[src/rtl/dir_cmd_pkg.sv]
// ============================================================================
// Package : dir_cmd_pkg
// Command codes and FSM state encoding for the direction command conditioner.
// Rev     : 1.0
// ============================================================================
`default_nettype none

package dir_cmd_pkg;

  localparam logic [1:0] CMD_LEFT     = 2'b00;
  localparam logic [1:0] CMD_RIGHT    = 2'b01;
  localparam logic [1:0] CMD_STRAIGHT = 2'b10;
  localparam logic [1:0] CMD_BACK     = 2'b11;

  typedef enum logic [1:0] {
    ST_IDLE     = 2'b00,
    ST_HOLD     = 2'b01,
    ST_REL_WAIT = 2'b10
  } state_t;

  // Bit order of the one-hot vector is {back, straight, right, left}.
  function automatic logic [1:0] onehot_to_cmd(input logic [3:0] oh);
    logic [1:0] code;
    code = CMD_LEFT;
    case (oh)
      4'b0010: code = CMD_RIGHT;
      4'b0100: code = CMD_STRAIGHT;
      4'b1000: code = CMD_BACK;
      default: code = CMD_LEFT;
    endcase
    return code;
  endfunction

endpackage

`default_nettype wire

[src/rtl/btn_debounce.sv]
// ============================================================================
// Module : btn_debounce
// Two-flop synchroniser, ms-tick debounce counter and one-cycle rise detect.
// Rev    : 1.0
// ============================================================================
`default_nettype none

module btn_debounce #(
  parameter int DEBOUNCE_MS = 20
) (
  input  logic i_clk,
  input  logic i_rst_n,
  input  logic i_ms_tick,
  input  logic i_btn,
  output logic o_stable,
  output logic o_rise
);

  localparam int              c_cw      = $clog2(DEBOUNCE_MS + 1);
  localparam logic [c_cw-1:0] c_db_term = c_cw'(DEBOUNCE_MS);

  logic            r_sync1;
  logic            r_sync2;
  logic            r_stable;
  logic            r_stable_d;
  logic [c_cw-1:0] r_cnt;

  always_ff @(posedge i_clk or negedge i_rst_n) begin
    if (!i_rst_n) begin
      r_sync1    <= 1'b0;
      r_sync2    <= 1'b0;
      r_stable   <= 1'b0;
      r_stable_d <= 1'b0;
      r_cnt      <= '0;
    end else begin
      r_sync1    <= i_btn;
      r_sync2    <= r_sync1;
      r_stable_d <= r_stable;
      // Any return to the stable level restarts the qualification window.
      if (r_sync2 == r_stable) begin
        r_cnt <= '0;
      end else if (r_cnt == c_db_term) begin
        r_stable <= r_sync2;
        r_cnt    <= '0;
      end else if (i_ms_tick) begin
        r_cnt <= r_cnt + c_cw'(1);
      end
    end
  end

  assign o_stable = r_stable;
  assign o_rise   = r_stable & ~r_stable_d;

endmodule

`default_nettype wire

[src/rtl/direction_cmd_conditioner.sv]
// ============================================================================
// Module : direction_cmd_conditioner
// Turns four raw direction buttons into held, one-hot command levels.
// Rev    : 1.0
// ============================================================================
`default_nettype none

module direction_cmd_conditioner
  import dir_cmd_pkg::*;
#(
  parameter int TICK_DIV    = 100_000,
  parameter int DEBOUNCE_MS = 20,
  parameter int HOLD_MS     = 40
) (
  input  logic       i_sys_clk,
  input  logic       i_rst_n,
  input  logic       i_enable,
  input  logic       i_btn_left,
  input  logic       i_btn_right,
  input  logic       i_btn_straight,
  input  logic       i_btn_back,
  output logic       o_turn_left,
  output logic       o_turn_right,
  output logic       o_go_straight,
  output logic       o_go_back,
  output logic [1:0] o_cmd_code,
  output logic       o_conflict
);

  localparam int              c_pw        = (TICK_DIV > 1) ? $clog2(TICK_DIV) : 1;
  localparam int              c_hw        = $clog2(HOLD_MS + 1);
  localparam logic [c_pw-1:0] c_presc_top = c_pw'(TICK_DIV - 1);
  localparam logic [c_hw-1:0] c_hold_term = c_hw'(HOLD_MS);

  logic [c_pw-1:0] r_presc;
  logic            w_ms_tick;
  logic [3:0]      w_raw;
  logic [3:0]      w_stable;
  logic [3:0]      w_rise;
  logic            w_any_rise;
  logic            w_single;
  logic            w_multi;

  state_t          r_state;
  logic [1:0]      r_code;
  logic [c_hw-1:0] r_hold;
  logic [3:0]      r_cmd_oh;
  logic            r_conflict;

  assign w_ms_tick = (r_presc == c_presc_top);

  always_ff @(posedge i_sys_clk or negedge i_rst_n) begin
    if (!i_rst_n) begin
      r_presc <= '0;
    end else if (w_ms_tick) begin
      r_presc <= '0;
    end else begin
      r_presc <= r_presc + c_pw'(1);
    end
  end

  assign w_raw = {i_btn_back, i_btn_straight, i_btn_right, i_btn_left};

  for (genvar gi = 0; gi < 4; gi++) begin : g_btn
    btn_debounce #(
      .DEBOUNCE_MS (DEBOUNCE_MS)
    ) u_btn_debounce (
      .i_clk     (i_sys_clk),
      .i_rst_n   (i_rst_n),
      .i_ms_tick (w_ms_tick),
      .i_btn     (w_raw[gi]),
      .o_stable  (w_stable[gi]),
      .o_rise    (w_rise[gi])
    );
  end

  assign w_any_rise = |w_rise;
  assign w_single   = w_any_rise && ((w_rise & (w_rise - 4'd1)) == 4'd0);
  assign w_multi    = w_any_rise && !w_single;

  // The rising one-hot vector is stored directly so the outputs come from flops.
  always_ff @(posedge i_sys_clk or negedge i_rst_n) begin
    if (!i_rst_n) begin
      r_state    <= ST_IDLE;
      r_code     <= CMD_LEFT;
      r_hold     <= '0;
      r_cmd_oh   <= 4'b0000;
      r_conflict <= 1'b0;
    end else begin
      r_conflict <= 1'b0;
      if (!i_enable) begin
        r_state  <= ST_IDLE;
        r_hold   <= '0;
        r_cmd_oh <= 4'b0000;
      end else begin
        case (r_state)
          ST_IDLE: begin
            if (w_single) begin
              r_code   <= onehot_to_cmd(w_rise);
              r_cmd_oh <= w_rise;
              r_hold   <= '0;
              r_state  <= ST_HOLD;
            end else if (w_multi) begin
              r_conflict <= 1'b1;
            end
          end
          ST_HOLD: begin
            if (r_hold == c_hold_term) begin
              r_hold   <= '0;
              r_cmd_oh <= 4'b0000;
              r_state  <= ST_REL_WAIT;
            end else if (w_ms_tick) begin
              r_hold <= r_hold + c_hw'(1);
            end
          end
          ST_REL_WAIT: begin
            r_cmd_oh <= 4'b0000;
            if (w_stable == 4'b0000) begin
              r_state <= ST_IDLE;
            end
          end
          default: begin
            r_cmd_oh <= 4'b0000;
            r_state  <= ST_IDLE;
          end
        endcase
      end
    end
  end

  assign o_turn_left   = r_cmd_oh[0];
  assign o_turn_right  = r_cmd_oh[1];
  assign o_go_straight = r_cmd_oh[2];
  assign o_go_back     = r_cmd_oh[3];
  assign o_cmd_code    = r_code;
  assign o_conflict    = r_conflict;

endmodule

`default_nettype wire

[config.mk]
export PLATFORM = sky130hd
export DESIGN_NAME = direction_cmd_conditioner
export DESIGN_NICKNAME = d
export VERILOG_FILES = /design/src/rtl/dir_cmd_pkg.sv /design/src/rtl/btn_debounce.sv /design/src/rtl/direction_cmd_conditioner.sv
export SDC_FILE = /design/constraint.sdc
export NUM_CORES = 1
export LEC_CHECK = 0
export ABC_AREA = 0
export CAP_MARGIN = 10
export CORE_MARGIN = 4
export CORE_UTILIZATION = 30
export DETAILED_ROUTE_END_ITERATION = 12
export DONT_BUFFER_PORTS = 1
export PLACE_DENSITY_LB_ADDON = 0.08
export SYNTH_ARGS = -nofsm -noshare
export SYNTH_HDL_FRONTEND = slang
export SYNTH_SLANG_ARGS = --single-unit
export TNS_END_PERCENT = 1
[constraint.sdc]
create_clock -name i_sys_clk -period 2 [get_ports i_sys_clk]
set_input_delay 0.3 -clock i_sys_clk [delete_from_list [all_inputs] [get_ports i_sys_clk]]
set_output_delay 0.3 -clock i_sys_clk [all_outputs]
set_load 0.05 [all_outputs]
# Yosys cells after proc, flatten, opt, wreduce, memory -nomap -nowiden
# Index checks and enable logic that the tools add are counted.
# totals
regBits	68
in_bits	7
wordCells	117
output_inout_bits	7
# classes
bitwise	13
reduce_logical	19
eq_ne	20
addsub	7
muxes	32
# ops
operator	n
5-bit 2-to-1 mux	12
6-bit 2-to-1 mux	4
5-bit by 1-bit adder with 5-bit output (second input constant)	4
5-bit == test (second input constant)	4
17-bit by 1-bit adder with 17-bit output (second input constant)	1
17-bit == test (second input constant)	1
17-bit 2-to-1 mux	1
4-bit 2-to-1 mux	3
2-bit one-hot mux with 3 select lines	2
6-bit one-hot mux with 2 select lines	1
3-bit nonzero test	4
2-bit AND reduction	5
3-bit != test (second input constant)	3
3-bit AND reduction	3
4-bit logical NOT	2
2-bit 2-to-1 mux	4
1-bit NOT	8
4-bit one-hot mux with 2 select lines	1
6-bit by 1-bit adder with 6-bit output (second input constant)	1
6-bit == test (second input constant)	1
1-bit AND	4
4-bit AND	1
1-bit == test	4
4-bit by 2-bit == test with 1-bit output (second input constant)	1
12 further kinds	16

# Depth between registers and ports, before layout
# logic_depth
word_depth	12
mapped_depth	7

# By module
# Synthesis repeated with hierarchy kept, for this count alone.
# hier_totals
cells_unflattened	319
hier_area_um2	3408.3
# modules_own_cells
mod	cells_per_inst	area_per_inst_um2	seq_area_each_um2	n_inst
direction_cmd_conditioner	179	1841.8	800.8	1
btn_debounce	35	391.6	225.2	4

# Worst setup path before layout
# OpenSTA, ideal clock, no wires.
# synth_timing
kind	register to register
from	register r_presc[11]
to	register r_hold[0]
arrival_time_ps	1998
n_path_buf	0
period_less_slack_ps	2123
slack_ps	-123
path_stages_with_launch	6
cell_sequence	dfrtp_1 or4b_1 nor4_4 nor2_2 or3_1 mux2_4
# synth_between
elab_chain_len	3
# synth_lines
element	line	text
start: declaration	direction_cmd_conditioner.sv:35	logic [c_pw-1:0] r_presc;
start signal: assignment	direction_cmd_conditioner.sv:58	r_presc <= r_presc + c_pw'(1);
17-bit == test	direction_cmd_conditioner.sv:50	assign w_ms_tick = (r_presc == c_presc_top);
4-bit by 3-bit != test with 1-bit output (no source line)	-	
3-bit AND reduction (no source line)	-	
end signal: assignment	direction_cmd_conditioner.sv:113	r_hold <= r_hold + c_hw'(1);
end: declaration	direction_cmd_conditioner.sv:46	logic [c_hw-1:0] r_hold;
# No other way between the ends.
# A chain may end at the register's enable or synchronous reset.

# Worst setup path after layout
# layout_timing
from	register r_presc[11]
to	register g_btn[1].u_btn_debounce.r_cnt[1]
# layout_between
elab_chain_len	2
# layout_lines
element	line	text
17-bit == test	direction_cmd_conditioner.sv:50	
3-bit nonzero test (no source line)	-	
end signal: assignment	btn_debounce.sv:46	r_cnt <= r_cnt + c_cw'(1);
end: declaration	btn_debounce.sv:26	logic [c_cw-1:0] r_cnt;
# No other way between the ends.

==> impl_metrics.toml <==
[timing]
finalClockSkew_ns = 0.007054
hold_viol_final = 0
period_share_pct = 102.0
fmax_mhz = 490.3
drv_slew = 0
rsz0062_at_grt = "yes"
setup_viol = 6
min_period_ns = 2.040
worst_slack_ns = -0.03968
max-slew-margin-rel_pct = 65.90
whs_ns = 0.09007
worst_pin_slew_ns = 0.5116

[floorplan]
die_w_um = 111.5
die_y_um = 111.5
ios = 14
fp.dieArea_um2 = 12430
core_um2 = 10370
start_util_pct = 30.98
row_count = 37

[setup_path]
worstSetupPathType = "reg2reg"
critPathCaptureType = "register"
crit_fanout = 6
crit_path_start_kind = "register"
worstPathArrival_ns = 2.27
timing.critical_path.required_ns = 2.23

[clock_network]
cts_root_buf = "clkbuf_8"
cts_buffers = 9
clkTransAtPathRegs_ns = 0.07
cts_buffer_depth = 2
clock_latency_ns = 0.34
htree_levels = 3
tritoncts = "done"
cts.sinks = 68

[global_routing]
use_met1_pct = 14.35
use_met2_pct = 17.45
antenna_found_initial = 0
grtUsageMet3_pct = 3.641
grt.busiest_layer = "met2"
grt-ovfl-total = 0
grt_usage_pct = 11.18
first_global_vias = 2325
grt_max_degree = 69
grt_pass1_wl_um = 11140

[layout]
syn2layout_area_growth_pct = 22.78
design_area_um2 = 3945
drive_gt1_share_pct = 21.59
final_common_cell = "dfrtp_1"
nNetsFinal = 367
multi_input_area_um2 = 1475
num_antenna_cells = 0
fill_cells = 1048
final_cell_mix = "dfrtp_1, buf_4, nor2_1"
seq_area_um2 = 1702
final_cells = 488

[logic_synthesis]
seq_area_frac_synth_pct = 52.96
synth_fp_nets = 312
yosysUniqueCellTypes = 40
avgSynthCellArea_um2 = 10.93
synth-seq-cells = 68
synth_cells = 294
synth_warnings = 0
netlist_area_um2 = 3213

[placement]
io_buffers = 0
dp_hpwl_um = 4510
place_inst = 468
placed_cell_area_um2 = 3681
gp_congestion = 0.7544

[status]
status = "finished, violations left"
violations = "negative setup slack"

[power]
cellPowerDensity_nw_per_um2 = 613.2
p_total_w = 0.002419
vdd_drop_max_mv = 0.3097
p_leak_nw = 1.840

[detailed_routing]
drc = 0
finalWirelength_um = 6493
vias = 2236
drt-initial-drc-count = 82
drtPass1Iterations = 4
ant_nets = 0
viasPerCell = 4.582
wl_per_cell_um = 13.31

[job]
maxCapViolCount = 0

[worst_hold_path]
holdCritPathClass = "in2reg"
[metal layers]
| metal | part of all wire, % | wire length, um |
|---|---|---|
| met3 | 2.6 | 170 |
| met4 | 1.6 | 107 |
| met2 | 47 | 3024 |
| met5 | 0 | 0 |
| met1 | 49 | 3191 |
[where the power goes]
part           switching [W]  leakage [nW]  internal, W
Sequential        0.00000437         0.917      0.00138
Clock               0.000496        0.0848     0.000464
Combinational      0.0000461         0.838    0.0000254
Total               0.000547          1.84      0.00187
[cell usage after synthesis]
cell,number,area (um^2)
or3_1,4,25.02
nand4_1,15,93.84
o2bb2ai_1,4,35.03
a21oi_1,8,40.04
a31o_2,1,8.760
nor4_4,1,21.27
buf_2,3,15.01
and2_1,5,31.28
nor2b_1,5,31.28
dfrtp_1,68,1702
ha_1,11,137.6
clkbuf_1,1,3.750
or2_2,1,6.260
or3b_2,1,8.760
a31oi_1,3,18.77
nand3b_1,1,7.510
nor2_1,32,120.1
mux2_4,1,15.01
nand4b_1,5,43.79
nor3b_1,3,22.52
nand3_1,5,25.02
a221oi_1,1,8.760
nand4bb_1,2,22.52
a211oi_1,1,7.510
or4b_1,1,10.01
inv_1,12,45.04
o31ai_1,4,30.03
mux2i_1,1,10.01
and3_1,2,12.51
nor2_2,1,6.260
a2111oi_0,1,8.760
xnor2_1,13,113.9
nor4_1,4,25.02
xor2_1,24,210.2
nand2_1,22,82.58
o21ai_0,4,20.02
or4_1,4,30.03
mux2_2,8,90.09
nand2b_1,10,62.56
nor3_1,1,5.000
[registers in the layout (all words and copies together), names as in the netlist]
signal and cells:
g_btn.u_btn_debounce.o_stable 4, g_btn.u_btn_debounce.r_cnt 20, g_btn.u_btn_debounce.r_stable_d 4, g_btn.u_btn_debounce.r_sync1 4, g_btn.u_btn_debounce.r_sync2 4, o_cmd_code 2
o_conflict 1, r_cmd_oh 4, r_hold 6, r_presc 17, r_state 2
[worst max-delay path, stage by stage, from the launching register on]
cell	delay, ns
dfrtp_1	0.39
or4b_4	0.55
nor4_4	0.20
buf_4	0.21
nand2b_1	0.11
mux2_2	0.32
and2_1	0.15
[worst paths after layout]
kind	startpoint	end	slack, ns	depth (start not counted)
min in group asynchronous	i_rst_n	r_hold[4]$_DFFE_PN0P_	0.48	2
max in group asynchronous	i_rst_n	r_presc[15]$_DFF_PN0_	1.19	2
setup reg to reg	r_presc[11]$_DFF_PN0_	g_btn[1].u_btn_debounce.r_cnt[1]$_DFFE_PN0P_	-0.04	6
hold reg to reg	g_btn[0].u_btn_debounce.r_sync1$_DFF_PN0_	g_btn[0].u_btn_debounce.r_sync2$_DFF_PN0_	0.35	0
setup / recovery	r_presc[11]$_DFF_PN0_	g_btn[1].u_btn_debounce.r_cnt[1]$_DFFE_PN0P_	-0.04	6
hold / removal	i_enable	r_state[1]$_DFFE_PN0P_	0.09	1
[cell families after synthesis]
| kind of cell | synth area share (%) |
|---|---|
| AND/OR/NAND/NOR | 21.57 |
| flip-flops | 52.96 |
| XOR/XNOR | 10.09 |
| AO/OA/AOI/OAI | 5.530 |
| buffers and inverters | 1.986 |
| adder cells (fa/ha/maj) | 4.283 |
| multiplexers | 3.583 |
[final cells by class]
cell class | count | share of cell area (%)
Clock buffer | 11 | 3.584
Sequential cell | 68 | 43.13
Clock inverter | 3 | 0.3806
Tap cell | 136 | 4.313
Multi-Input combinational cell | 210 | 37.39
Inverter | 12 | 1.142
Timing Repair Buffer | 48 | 10.05
[through the flow]
step | setup TNS, ns | utilization (%) | setup WS [ns]
6_report | -0.1788 | 38.04 | -0.03968
5_1_grt | -1.688 | 38.04 | -0.1364
4_1_cts | -0.5634 | 37.79 | -0.06160
3_5_place_dp | -0.4555 | 35.50 | -0.05668
3_3_place_gp | -0.2824 | 35.50 | -0.03584
2_1_floorplan | -0.1416 | - | -0.1230
[what timing repair did]
item                                    4_1_cts  5_1_grt
endpoints found under the setup margin       19       24
pin swaps                                     0        0
setup buffers                                 0        0
resized for setup                             1        6
hold buffers                                  6        0
endpoints found under the hold margin        72        0
Note: power is estimated with default switching activity, not from simulation.
